==> config.mk <==
export PLATFORM = sky130hd
export DESIGN_NAME = datamem_ctrl
export DESIGN_NICKNAME = d
export VERILOG_FILES = /design/src/rtl/datamem_pkg.sv /design/src/rtl/datamem_array.sv /design/src/rtl/datamem_ctrl.sv
export SDC_FILE = /design/constraint.sdc
export NUM_CORES = 2
export LEC_CHECK = 0
export ABC_AREA = 1
export BUFFER_PORTS_ARGS = -buffer_cell sky130_fd_sc_hd__buf_4
export CAP_MARGIN = 10
export CORE_MARGIN = 2
export CORE_UTILIZATION = 60
export CTS_BUF_LIST = sky130_fd_sc_hd__clkbuf_4 sky130_fd_sc_hd__clkbuf_8 sky130_fd_sc_hd__clkbuf_16
export CTS_CLUSTER_SIZE = 28
export DETAILED_ROUTE_END_ITERATION = 6
export PLACE_DENSITY = 0.76
export SYNTH_ARGS = -nofsm -noshare
export SYNTH_HDL_FRONTEND = slang
export SYNTH_SLANG_ARGS = --single-unit
==> constraint.sdc <==
create_clock -name clock -period 8.8 [get_ports clock]
set_input_delay 0.88 -clock clock [delete_from_list [all_inputs] [get_ports clock]]
set_output_delay 0.88 -clock clock [all_outputs]
set_load 0.01 [all_outputs]
==> src/rtl/datamem_pkg.sv <==
// rtl/datamem_pkg.sv - shared state type and default sizes for the data memory controller
package datamem_pkg;

   typedef enum logic [1:0] {
      IDLE  = 2'd0,
      CLEAR = 2'd1,
      DONE  = 2'd2
   } state_t;

   localparam int DATA_W_DEF = 8;
   localparam int ADDR_W_DEF = 8;

endpackage

==> src/rtl/datamem_array.sv <==
// rtl/datamem_array.sv - word storage with one write port and a registered read port
module datamem_array
   import datamem_pkg::*;
#(
   parameter int DATA_W = DATA_W_DEF,
   parameter int ADDR_W = ADDR_W_DEF
) (
   input  logic              clock,
   input  logic              reset_n,
   input  logic              we,
   input  logic [ADDR_W-1:0] waddr,
   input  logic [DATA_W-1:0] wdata,
   input  logic              re,
   input  logic [ADDR_W-1:0] raddr,
   output logic [DATA_W-1:0] rdata
);

   localparam int DEPTH = 2 ** ADDR_W;

   logic [DATA_W-1:0] mem [DEPTH];

   // Contents are deliberately left unreset so the array maps onto plain RAM.
   always_ff @(posedge clock) begin
      if (we) begin
         mem[waddr] <= wdata;
      end
   end

   // Output register holds its last value between reads.
   always_ff @(posedge clock or negedge reset_n) begin
      if (!reset_n) begin
         rdata <= '0;
      end else if (re) begin
         rdata <= mem[raddr];
      end
   end

endmodule

==> src/rtl/datamem_ctrl.sv <==
// rtl/datamem_ctrl.sv - request handshake, clear sweep FSM and port mux in front of datamem_array
module datamem_ctrl
   import datamem_pkg::*;
#(
   parameter int DATA_W         = DATA_W_DEF,
   parameter int ADDR_W         = ADDR_W_DEF,
   parameter bit CLEAR_ON_RESET = 1'b0
) (
   input  logic              clock,
   input  logic              reset_n,
   input  logic              req_valid,
   output logic              req_ready,
   input  logic              req_we,
   input  logic [ADDR_W-1:0] req_addr,
   input  logic [DATA_W-1:0] req_wdata,
   output logic              rsp_valid,
   output logic [DATA_W-1:0] rsp_rdata,
   input  logic              clear_start,
   output logic              busy,
   output logic              clear_done
);

   state_t            state;
   state_t            state_nxt;
   logic [ADDR_W-1:0] cnt;
   logic              init_pend;
   logic              start;
   logic              accept;
   logic              rd_accept;
   logic              mem_we;
   logic [ADDR_W-1:0] mem_waddr;
   logic [DATA_W-1:0] mem_wdata;

   // init_pend turns the first post-reset cycle into a clear request when enabled.
   assign start     = clear_start | init_pend;
   assign accept    = req_valid & req_ready;
   assign rd_accept = accept & ~req_we;

   always_ff @(posedge clock or negedge reset_n) begin
      if (!reset_n) begin
         state     <= IDLE;
         cnt       <= '0;
         init_pend <= CLEAR_ON_RESET;
         rsp_valid <= 1'b0;
      end else begin
         state     <= state_nxt;
         init_pend <= 1'b0;
         rsp_valid <= rd_accept;
         if (state == CLEAR) begin
            cnt <= cnt + 1'b1;
         end
      end
   end

   always_comb begin
      state_nxt  = state;
      req_ready  = 1'b0;
      busy       = 1'b0;
      clear_done = 1'b0;
      case (state)
         IDLE: begin
            req_ready = ~start;
            if (start) begin
               state_nxt = CLEAR;
            end
         end
         CLEAR: begin
            busy = 1'b1;
            if (cnt == '1) begin
               state_nxt = DONE;
            end
         end
         DONE: begin
            clear_done = 1'b1;
            state_nxt  = IDLE;
         end
         default: state_nxt = IDLE;
      endcase
   end

   // The sweep owns the write port while clearing; requests cannot be accepted then.
   assign mem_we    = (state == CLEAR) | (accept & req_we);
   assign mem_waddr = (state == CLEAR) ? cnt : req_addr;
   assign mem_wdata = (state == CLEAR) ? '0 : req_wdata;

   datamem_array #(
      .DATA_W (DATA_W),
      .ADDR_W (ADDR_W)
   ) u_array (
      .clock   (clock),
      .reset_n (reset_n),
      .we      (mem_we),
      .waddr   (mem_waddr),
      .wdata   (mem_wdata),
      .re      (rd_accept),
      .raddr   (req_addr),
      .rdata   (rsp_rdata)
   );

endmodule

==> summary by stage <==
Clock network
Clock tree synthesis selected as its root buffer the cell sky130_fd_sc_hd__clkbuf_16. The number of hold buffers added after CTS is 1. The TritonCTS buffer count is about 200.

In this run the post-CTS setup repair buffer count came out at 0. The number of sinks driven by the clock tree is 2067. In this run the number of H-tree levels came out at 4.

TritonCTS built the clock tree. The register clock-pin slew on the reported worst setup and hold paths is approximately 0.060 ns. The buffer levels on the longest clock path is 3.

The later pin in the worst-skew pair is clocked with a latency of approximately 0.84 ns. The post-cts repair resize count is 0.

Global route
The global routing stage identified its most utilized layer as met2. In the global route stage, overall resource usage came out at between 30% and 40%. The met1 capacity usage during global routing is between 40% and 50%.

The pin count of the biggest net entering global routing is between 200 and 250. The first global-routing pass estimated 327 mm of wire. For this run, global-route usage on met3 was measured as 6.08%. The fraction of met2 tracks used by global routing is a little under half.

The number of global-route vias before repair was around 53000. The initial antenna violation count is 13. The remaining global-route overflow is 0.

Routing
The routed layout has around 56000 vias. The number of search-and-repair iterations in the first detailed-routing pass is 7. Wires add up to roughly 220 mm.

In this run, the number of DRC markers left after iteration 0 of detailed routing was 8659. The routed length per instance is about 25 µm. The via density per instance is 6.29.

The count of nets left with antenna violations once routing finished came out at 0. After detailed routing, the number of remaining DRC violations is 1.

Timing
The highest clock frequency the design can meet is approximately 0.23 GHz. For the final routed database, the setup TNS stands at 0 ns. After layout, the worst path uses roughly half of the clock period. The final-report hold violation count came to 0. Across the routed clock network, the largest skew measured is between 0.04 and 0.05 ns. For the pin with the worst max-slew slack, the measured transition is 1.19 ns. The final number of max-transition violations is 0. Counting I/O delays and the setup requirement, the final critical path takes between 4 and 5 ns.

Setup violations remaining at the end of the flow were counted as 0. Setup repair after global routing left no endpoint under its margin. The remaining max-slew budget at the tightest pin is 20.4%.

Final layout
The net count of the finished layout is 6921. Compared with the post-synthesis result, the final layout area differs by 8.69%. The core utilization of the finished layout is 65.6%. The top cell types in the final layout, fill and taps aside, are sky130_fd_sc_hd__nand2_1 (2087), sky130_fd_sc_hd__edfxtp_1 (2048), sky130_fd_sc_hd__nand3_1 (2044). The most common cell after layout, fill and taps aside is sky130_fd_sc_hd__nand2_1. The share of final-layout standard cells stronger than drive strength 1 is under 10%.

Flow run
The number of maximum-capacitance violations is 0.

Logic synthesis
In the synthesized netlist, the number of instances is a little over 7000. The number of warnings issued by yosys is 0. The count of flip-flops with a built-in enable after synthesis is between 2000 and 2500.

The synthesized design contains just over 2000 register bits. Among all flip-flop cells after synthesis, the most frequent one is sky130_fd_sc_hd__edfxtp_1. The average instance in the mapped netlist occupies between 10 and 15 µm². The summed instance area of the synthesized netlist is 0.0842 mm². The unique cell type count in the Yosys netlist is 28.

Of all flip-flops after synthesis, the portion carrying an async set or reset was less than 1%. The post-synth net total is between 7000 and 8000. Of the synthesized area, sequential elements account for about 74%.

Floorplan
The die outline width is between 300 and 400 µm. The core area is approximately 0.14 mm². The die covers 0.143 mm².

Row generation in the floorplan step produced between 100 and 150 rows. The initial utilization of the core area, before any placement, comes to 60.4%. The I/O pin count is 33.

The floorplan die height is around 380 µm.

Min path
The tightest min-delay check is of the in2reg type. Along the worst hold path, the cell count comes to 4. The start point of the worst min-delay path is req_addr[7].

Place
The sum of net half-perimeters after detailed placement is between 100 and 150 mm. The global placer's final weighted congestion is 0.857. Buffers placed on the I/O ports in this run total 32.

Worst setup path
The largest stage delay on the critical path is roughly 0.83 ns. The launch point of the critical path is req_addr[0]. The worst setup path is launched from a primary input. The combined buffer and inverter count along the critical path is 4. The worst register-to-register path has a depth of 10. The instance count on the critical path is 14. The largest fanout of any net on the critical path is between 150 and 200. The worst setup path is captured at a flip-flop. The startpoint of the lowest-slack register-to-register path is state[1]. Traced cell by cell, the critical path runs through buf_8 -> inv_16 -> buf_4 -> buf_12 -> nand2_1 -> nand3_1 -> nand3_1 -> nand3_1 -> nand3_1 -> nand3_1 -> nand3_1 -> nand3_1 -> nand3_1 -> nand2_1. The most prevalent standard cell on the critical path is sky130_fd_sc_hd__nand3_1. The cell with the biggest individual delay on the critical path is sky130_fd_sc_hd__buf_4. The kind of cell with the highest combined delay on the critical path is buffers and inverters. The worst setup path is of the in2reg kind. The critical path required time is 9.56 ns. Data on the critical path arrives at its endpoint at approximately 5.1 ns.

Power
The maximum VDD drop is about 210 µV. For this design the ratio of total power to cell area is ~220 mW/mm². The standby leakage power is around 32 nW.

Outcome
The run finished, with violations left. The final reports fail on DRC.
-- path summary, 6_finish.rpt --
kind                                  endpoint  slack, ns
max                           u_array.rdata[0]       4.44
min                           u_array.rdata[0]       0.46
max reg2reg                u_array.mem[190][3]       4.44
min reg2reg                             cnt[0]       0.53
max in group asynchronous     u_array.rdata[7]       7.81
min in group asynchronous             state[0]       0.56
-- layout make-up --
cell class                      count  area (µm²)
Clock inverter                    101         946
Multi-Input combinational cell   4481       19700
Fill cell                        9691       47900
Timing Repair Buffer               97         928
Antenna cell                        2        5.00
Clock buffer                      252        5360
Tap cell                         1876        2350
Sequential cell                  2067       62000
Inverter                           57         250
-- flip-flops by register name, indices dropped and copies added (netlist names) --
| register | cells |
|---|---|
| cnt | 8 |
| rsp_valid | 1 |
| state | 2 |
| u_array.mem | 2048 |
| u_array.rdata | 8 |
-- metal layers --
| metal | wire length, µm | vias to the layer above |
|---|---|---|
| met5 | 79 | - |
| met1 | 81400 | 27000 |
| met3 | 25500 | 594 |
| met4 | 11300 | 12 |
| li1 | - | 24800 |
| met2 | 101000 | 3812 |
-- cells in the mapped netlist (all sizes together), types with 3 or more instances --
cell / n / area [µm²]
nand2: 2109 / 7970
edfxtp: 2048 / 61500
nand3: 2044 / 10200
buf: 383 / 1980
nor2: 307 / 1220
clkbuf: 102 / 383
inv: 55 / 211
dfrtp: 19 / 475
o21ai: 8 / 70.1
xor2: 4 / 35.0
a21oi: 3 / 33.8
xnor2: 3 / 26.3
-- tightest hold or removal path: stages --
cell and delay (ns):
sky130_fd_sc_hd__buf_4 0.16, sky130_fd_sc_hd__nand3_1 0.08, sky130_fd_sc_hd__nand3_1 0.06, sky130_fd_sc_hd__nand2_1 0.05
-- metrics by stage --
step | instance area, µm² | setup slack (ns) | total power [mW] | hold slack [ns] | instances
after floorplan | 84200 | 0.645 | 11.5 | 0.490 | 7090
after global placement | 85200 | 3.84 | 11.8 | 0.508 | 8577
after detailed placement | 85200 | 3.85 | 11.8 | 0.518 | 8577
after CTS | 91500 | 4.58 | 19.9 | 0.417 | 8931
after global routing | 91500 | 4.32 | 20.4 | 0.452 | 8932
final | 91500 | 4.44 | 19.9 | 0.459 | 8933
-- cells by family (layout without fill, tap and decap cells) --
group | after synthesis | after routing | share of synthesized area, %
compound gates | 11 | 11 | 0.123
buf+inv | 542 | 507 | 3.07
fa+ha+maj | 1 | 1 | 0.0149
xor+xnor | 7 | 7 | 0.0728
simple gates | 4462 | 4462 | 23.1
flops | 2067 | 2067 | 73.6
other cells | 0 | 2 | 0
-- power breakdown --
group | total, mW | leakage, nW | internal [mW] | switching [mW]
Sequential | 10.7 | 18.3 | 10.7 | 0.00447
Clock | 8.33 | 3.16 | 4.75 | 3.57
Combinational | 0.942 | 10.4 | 0.249 | 0.692
Power figures use the tool's default switching activity.
